**config.mk**
```make
export PLATFORM = sky130hd
export DESIGN_NAME = fifo_rd_stream
export DESIGN_NICKNAME = d
export VERILOG_FILES = /design/src/rtl/fifo_rd_stream_pkg.sv /design/src/rtl/fifo_rd_skid.sv /design/src/rtl/fifo_rd_stream.sv
export SDC_FILE = /design/constraint.sdc
export NUM_CORES = 1
export LEC_CHECK = 0
export BUFFER_PORTS_ARGS = -buffer_cell sky130_fd_sc_hd__buf_2
export CORE_AREA = 2 2 51 53
export DETAILED_ROUTE_END_ITERATION = 7
export DIE_AREA = 0 0 53 55
export GPL_TIMING_DRIVEN = 0
export PLACE_DENSITY = 0.73
export SETUP_SLACK_MARGIN = 0.3
export SYNTH_ARGS = -nofsm -noshare
export SYNTH_HDL_FRONTEND = slang
export SYNTH_SLANG_ARGS = --single-unit
```
**constraint.sdc**
```tcl
create_clock -name i_clk -period 3.84 [get_ports i_clk]
set_input_delay 0.576 -clock i_clk [delete_from_list [all_inputs] [get_ports i_clk]]
set_output_delay 0.576 -clock i_clk [all_outputs]
set_load 0.02 [all_outputs]
```
**src/rtl/fifo_rd_stream_pkg.sv**
```systemverilog
// Shared types for the FIFO read-side stream adapter and its skid buffer.
package fifo_rd_stream_pkg;

  localparam int BUF_DEPTH          = 2;
  localparam int DATA_WIDTH_DEFAULT = 8;

  typedef logic [1:0] level_t;

  // Stream beat kept here so the write-side adapter can share it.
  typedef struct packed {
    logic                          valid;
    logic [DATA_WIDTH_DEFAULT-1:0] data;
  } beat_t;

endpackage

```
**src/rtl/fifo_rd_skid.sv**
```systemverilog
// Two-entry output buffer: in-order capture behind held words, pop from the head, flush.
module fifo_rd_skid
  import fifo_rd_stream_pkg::*;
#(
  parameter int DATA_WIDTH = 8
) (
  input  logic                  clk,
  input  logic                  rst,
  input  logic                  capture,
  input  logic [DATA_WIDTH-1:0] wdata,
  input  logic                  pop,
  input  logic                  flush,
  output level_t                count,
  output logic [DATA_WIDTH-1:0] head
);

  logic [DATA_WIDTH-1:0] buf0_r, buf1_r, buf0_s, buf1_s;
  level_t                count_r, count_s, wr_idx_s;

  // Next buffer contents and occupancy from capture/pop/flush.
  always_comb begin
    buf0_s   = buf0_r;
    buf1_s   = buf1_r;
    count_s  = count_r;
    wr_idx_s = count_r - {1'b0, pop};
    if (flush) begin
      count_s = 2'd0;
    end else begin
      if (pop) begin
        buf0_s = buf1_r;
      end else begin
        buf0_s = buf0_r;
      end
      // New word lands behind whatever survives this cycle's pop.
      if (capture) begin
        case (wr_idx_s)
          2'd0:    buf0_s = wdata;
          2'd1:    buf1_s = wdata;
          default: buf1_s = buf1_r;
        endcase
      end else begin
        buf1_s = buf1_r;
      end
      count_s = count_r + {1'b0, capture} - {1'b0, pop};
    end
  end

  // Buffer state registers.
  always_ff @(posedge clk or posedge rst) begin
    if (rst) begin
      buf0_r  <= '0;
      buf1_r  <= '0;
      count_r <= 2'd0;
    end else begin
      buf0_r  <= buf0_s;
      buf1_r  <= buf1_s;
      count_r <= count_s;
    end
  end

  assign count = count_r;
  assign head  = buf0_r;

endmodule

```
**src/rtl/fifo_rd_stream.sv**
```systemverilog
// FIFO read-port drainer presenting a first-word-fall-through valid/ready stream.
module fifo_rd_stream
  import fifo_rd_stream_pkg::*;
#(
  parameter int DATA_WIDTH = 8
) (
  input  logic                  i_clk,
  input  logic                  i_rst,
  output logic                  o_fifo_rd,
  input  logic [DATA_WIDTH-1:0] i_fifo_rdata,
  input  logic                  i_fifo_empty,
  input  logic                  i_flush,
  output logic                  o_valid,
  output logic [DATA_WIDTH-1:0] o_data,
  input  logic                  i_ready,
  output logic [1:0]            o_level
);

  level_t     count_s;
  logic       inflight_r;
  logic       pop_s;
  logic       capture_s;
  logic       rd_s;
  logic [2:0] committed_s;

  assign o_valid   = (count_s != 2'd0);
  assign pop_s     = o_valid & i_ready;
  assign capture_s = inflight_r & ~i_flush;

  // Issue only when the in-flight word is guaranteed a slot after this cycle's pop.
  always_comb begin
    committed_s = {1'b0, count_s} + {2'b00, inflight_r} - {2'b00, pop_s};
    if (i_rst || i_fifo_empty || i_flush) begin
      rd_s = 1'b0;
    end else begin
      rd_s = (committed_s < 3'(BUF_DEPTH));
    end
  end

  // Tracks the read whose data arrives next cycle.
  always_ff @(posedge i_clk or posedge i_rst) begin
    if (i_rst) begin
      inflight_r <= 1'b0;
    end else begin
      inflight_r <= rd_s;
    end
  end

  fifo_rd_skid #(
    .DATA_WIDTH(DATA_WIDTH)
  ) u_skid (
    .clk     (i_clk),
    .rst     (i_rst),
    .capture (capture_s),
    .wdata   (i_fifo_rdata),
    .pop     (pop_s),
    .flush   (i_flush),
    .count   (count_s),
    .head    (o_data)
  );

  assign o_fifo_rd = rd_s;
  assign o_level   = count_s;

endmodule

```
==> After elaboration in Yosys (flattened, before gate mapping) <==
Index checks and enable logic that the tools add are counted.
{ "totals": {"output_inout_bits": 12, "ff_bits": 19, "inputBits": 13} }
{ "classes": {"n_mux": 5, "eq_ne": 1, "add_sub_neg": 5, "bitwise": 3, "n_reduce_logical": 5, "order_cmp": 1} }
{ "ops": {"columns": ["operator", "n"], "rows": [
  ["$mux 8", 3],
  ["$sub 2x1->2", 2],
  ["$add 2x1->3", 1],
  ["$lt 3x2->1 const B", 1],
  ["$reduce_and 3->1", 1],
  ["$sub 3x1->3", 1],
  ["$add 2x1->2", 1],
  ["$and 1x1->1", 2],
  ["$eq 2x1->1 const B", 1],
  ["$logic_not 2->1", 1],
  ["$logic_or 1x1->1", 2],
  ["$mux 2", 1],
  ["$reduce_bool 2->1", 1],
  ["$mux 1", 1],
  ["$not 1->1", 1]
]} }

==> Depth between registers and ports, before layout <==
{ "logic_depth": {"ltp_word": 6, "mapped_depth": 6, "ltp_nobuf": 5} }

==> By module <==
Synthesis repeated with hierarchy kept, for this count alone.
{ "hier_totals": {"hier_cells": 95, "area_unflattened_um2": 1107.3} }
{ "modules_own_cells": {"columns": ["mod", "n_inst", "cells_per_inst", "area_each_um2", "seq_area_each_um2"], "rows": [
  ["fifo_rd_skid", 1, 81, 992.2, 450.4],
  ["fifo_rd_stream", 1, 14, 115.1, 25.0]
]} }

==> Worst setup path before layout <==
OpenSTA, ideal clock, no wires.
{ "synth_path": {"kind": "input port to output port", "start": "input i_ready", "end": "output o_fifo_rd", "slack_ps": 1047, "t_required_ps": 3264, "arrival_time_ps": 2217, "cell_stages": 5, "cell_sequence": "nand2b_1 -> a21oi_1 -> fa_1 -> or4_1 -> nor2_1"} }
{ "synth_between": {"elab_chain_len": 4} }
{ "synth_lines": {"columns": ["element", "line", "source"], "rows": [
  ["start, declared", "fifo_rd_stream.sv:15", "input logic i_ready,"],
  ["$and 1x1->1", "fifo_rd_stream.sv:27", "assign pop_s = o_valid & i_ready;"],
  ["$sub 3x1->3", "fifo_rd_stream.sv:32", "committed_s = {1'b0, count_s} + {2'b00, inflight_r} - {2'b00, pop_s};"],
  ["$lt 3x2->1", "fifo_rd_stream.sv:36", "rd_s = (committed_s < 3'(BUF_DEPTH));"],
  ["$mux 1", "fifo_rd_stream.sv:33", "if (i_rst || i_fifo_empty || i_flush) begin"],
  ["end, declared", "fifo_rd_stream.sv:9", "output logic o_fifo_rd,"]
]} }
Every way passes these cells.

==> Final worst setup path <==
{ "layout_path": {"start": "register u_skid.count_r[0], in the netlist u_skid.count[0]", "end": "output o_fifo_rd"} }
{ "layout_between": {"elab_chain_len": 5, "elab_cells_between_ends": 6} }
{ "layout_lines": {"columns": ["element", "line", "source"], "rows": [
  ["start, declared", "fifo_rd_skid.sv:18", "level_t count_r, count_s, wr_idx_s;"],
  ["start signal, assigned", "fifo_rd_skid.sv:57", "count_r <= count_s;"],
  ["parallel branches: the longest is 2 deep, another holds $add 2x1->3", null, null],
  ["$sub 3x1->3 *", "fifo_rd_stream.sv:32", null],
  ["$lt 3x2->1 *", "fifo_rd_stream.sv:36", null],
  ["$mux 1 *", "fifo_rd_stream.sv:33", null]
]} }
Every way passes the cells marked *.

==> flow_summary.ini <==
[floorplan]
die_y_microns = 55
initial_core_util_pct = 42.3
design.core.area_sq_um = 2360
die_w_microns = 53
core.rowCount = 18
die_area_sq_um = 2920
design.portCount = 25

[placement]
place.port_buffers = 24
place.detailed.hpwl_mm = 1.51
gpl.final_weighted_congestion = 0.863
post-place-cells = 141

[power_and_ir_drop]
p_clk_share_pct = 21.3
switching_part_of_the_total_power_pct = 32.1
power_switching_uw = 150
power_per_cell_area_nw_per_um2 = 393
fin_total_pwr_uw = 467
pwr-share-comb_pct = 25.8
intPower_uw = 317
vdd.ir_drop.worst_mv = 0.250
power_frac_seq_pct = 52.9
leakagePower_uw = 0.000631

[timing]
max_clock_freq_mhz = 331
period_minus_slack_ps = 3020
fin_worst_skew_ps = 0.787
hold_viol_final = 0
final_report_setup_violation_count = 0
final.period_utilization_pct = 78.7
report.final.slew_viol_count = 0
grt_setup_unrepaired = no
timing.setup.tns_ps = 0
tightest_slew_ps = 736
relSlewSlack_pct = 50.9

[setup_path]
critical_path.endpoint_type = output pin
worst_setup_sp_type = register
worstReg2RegEnd = u_skid.buf1_r[7]$_DFFE_PP0P_
crit_type = register to output pin
worst_r2r_startpoint = u_skid.count[0]$_DFF_PP0_
reg2reg_slack_ps = 1700
r2r_cells = 5
crit_arrival_ps = 2450
cp_data_required_time_ps = 3260
critical_path.max_fanout = 7

[global_routing]
wire_length_of_the_first_global_routing_pass_mm = 3.39
gr_util_met2_pct = 30.2
gr-total-overflow = 0
global_route.peak_usage_layer = met2
number_of_global_route_vias_before_repair = 769
grt_antenna_before_repair = 0
grt_util_all_layers_pct = 16.5
grt_use_met1_pct = 18.4
pin_count_of_the_biggest_net_entering_global_routing = 20
gr-usage-met3_pct = 3.49

[drt]
first_iter_violations = 7
drt_first_pass_iters = 4
avgViaCountPerCell = 5.11
postRouteAntennaNets = 0
remaining_drc_errors = 0
detail_route.wl_per_cell_microns = 14.0
dr_total_vias = 741
total_length_of_routed_wires_mm = 2.03

[clocking]
postCtsSetupRepairBufs = 0
worstSkewPairLatency_ps = 290
tritoncts.num_buffers = 3
clk_transition_reported_paths_ps = 110
tritoncts_clock_tree = built
cts_max_level = 1
clock_path_buffers = 2
cts.sink_count = 19
cts-root-buf = sky130_fd_sc_hd__clkbuf_4
ctsHoldBuffers = 0
post_cts_resize_count = 0

[logic_synthesis]
postSynthNetCount = 103
synth-async-reset-ratio_pct = 100
post_synth_edffs = 0
syn-mean-instance-area_sq_um = 11.5
yosysSeqAreaShare_pct = 47.5
post_synth_inst_count = 87
ys_warn_count = 0
synth.ff_latch_count = 19
synth_ff_type = sky130_fd_sc_hd__dfrtp_1
post_synth_num_cell_types = 25
post_synth_instance_area_sq_um = 1000

[layout]
final_cells = 145
num-fill-cells = 232
synthToLayoutAreaGrowth_pct = 18.5
diodes = 0
layout_cell_share_with_drive_strength_beyond_1_pct = 36.5
final_nets = 132
utilization_of_the_core_after_routing_pct = 50.2

[hold_path]
timing.hold.worst.class = primary input to asynchronous set/reset pin

[outcome]
outcome = finished clean

[job]
max_cap_viol = 0
## how the worst max path moves through the flow
stage	startpoint	end	slack, ps	cells after the start
floorplan	i_ready	o_fifo_rd	1050	5
CTS	u_skid.count[0]$_DFF_PP0_	o_fifo_rd	800	6
finish	u_skid.count[0]$_DFF_PP0_	o_fifo_rd	820	6
global route	u_skid.count[0]$_DFF_PP0_	o_fifo_rd	640	6
detailed placement	i_ready	o_fifo_rd	830	7
global placement	i_ready	o_fifo_rd	890	7
## power groups by stage
| stage | registers (uW) | clock network (uW) | logic, uW |
|---|---|---|---|
| after detailed placement | 251 | 0 | 122 |
| after global routing | 251 | 118 | 132 |
| after CTS | 247 | 105 | 122 |
| after floorplan | 283 | 0 | 43.4 |
| after global placement | 249 | 0 | 119 |
| final | 247 | 99.6 | 120 |
## flip-flops by register name, indices dropped and copies added, names as in the netlist
signal,cells
inflight_r,1
u_skid.count,2
u_skid.head,8
u_skid.buf1_r,8
## critical path, cell delays in order (launching register included)
cell and delay (ps):
sky130_fd_sc_hd__dfrtp_1 470, sky130_fd_sc_hd__nand3b_4 240, sky130_fd_sc_hd__a21oi_1 210, sky130_fd_sc_hd__fa_1 430, sky130_fd_sc_hd__or4_1 500, sky130_fd_sc_hd__nor2_1 130, sky130_fd_sc_hd__buf_2 180
## metal layers
layer	vias to the layer above	share of wire, %
li1	359	-
met1	359	45
met2	21	50
met3	2	5.0
met4	0	0.69
met5	-	0
## stage by stage
| step | area [sq um] | hold slack (ps) | worst slack [ps] |
|---|---|---|---|
| after global placement | 1160 | 488 | 895 |
| after detailed placement | 1160 | 497 | 832 |
| final | 1190 | 397 | 818 |
| after CTS | 1190 | 409 | 798 |
| after global routing | 1190 | 429 | 643 |
| after floorplan | 1000 | 481 | 1050 |
## kinds of logic after synthesis
group	Yosys count	share of synthesized area, %
flops	19	47.5
xor+xnor	2	1.75
compound gates	12	11.1
fa+ha+maj	3	4.50
mux	8	9.00
simple gates	21	16.4
buf+inv	22	9.75
## final cells by class
| type | instances | area (sq um) | area share, % |
|---|---|---|---|
| Buffer | 3 | 26.3 | 2.22 |
| Clock buffer | 3 | 22.5 | 1.90 |
| Clock inverter | 1 | 5.00 | 0.422 |
| Inverter | 19 | 71.3 | 6.01 |
| Multi-Input combinational cell | 46 | 428 | 36.1 |
| Sequential cell | 19 | 475 | 40.1 |
| Tap cell | 30 | 37.5 | 3.16 |
| Timing Repair Buffer | 24 | 120 | 10.1 |
## layout by cell type, fill, tap and decap left out, drive strengths merged
master / synthesis / layout
nand3b: 2 / 2
xnor2: 2 / 2
o221ai: 8 / 8
fa: 1 / 1
ha: 2 / 2
dfrtp: 19 / 19
nand2: 1 / 1
nor2b: 1 / 1
or4: 1 / 1
nand4b: 8 / 8
inv: 19 / 19
nor2: 3 / 3
o21ba: 1 / 1
nand2b: 1 / 1
clkinv: 0 / 1
buf: 2 / 26
nor3b: 2 / 2
clkbuf: 1 / 4
nand3: 1 / 1
o21a: 1 / 1
or2: 1 / 1
a21boi: 1 / 1
a21oi: 1 / 1
mux2: 8 / 8
## synthesized netlist by cell type, types with 2 or more instances
| library cell | number | area share [%] |
|---|---|---|
| sky130_fd_sc_hd__inv_1 | 19 | 7.1 |
| sky130_fd_sc_hd__o221ai_1 | 8 | 7.0 |
| sky130_fd_sc_hd__ha_1 | 2 | 2.5 |
| sky130_fd_sc_hd__nand4b_1 | 8 | 7.0 |
| sky130_fd_sc_hd__buf_6 | 2 | 2.2 |
| sky130_fd_sc_hd__xnor2_1 | 2 | 1.8 |
| sky130_fd_sc_hd__dfrtp_1 | 19 | 48 |
| sky130_fd_sc_hd__mux2_2 | 8 | 9.0 |
| sky130_fd_sc_hd__nor2_1 | 3 | 1.1 |
Note: power is estimated with default switching activity, not from simulation.
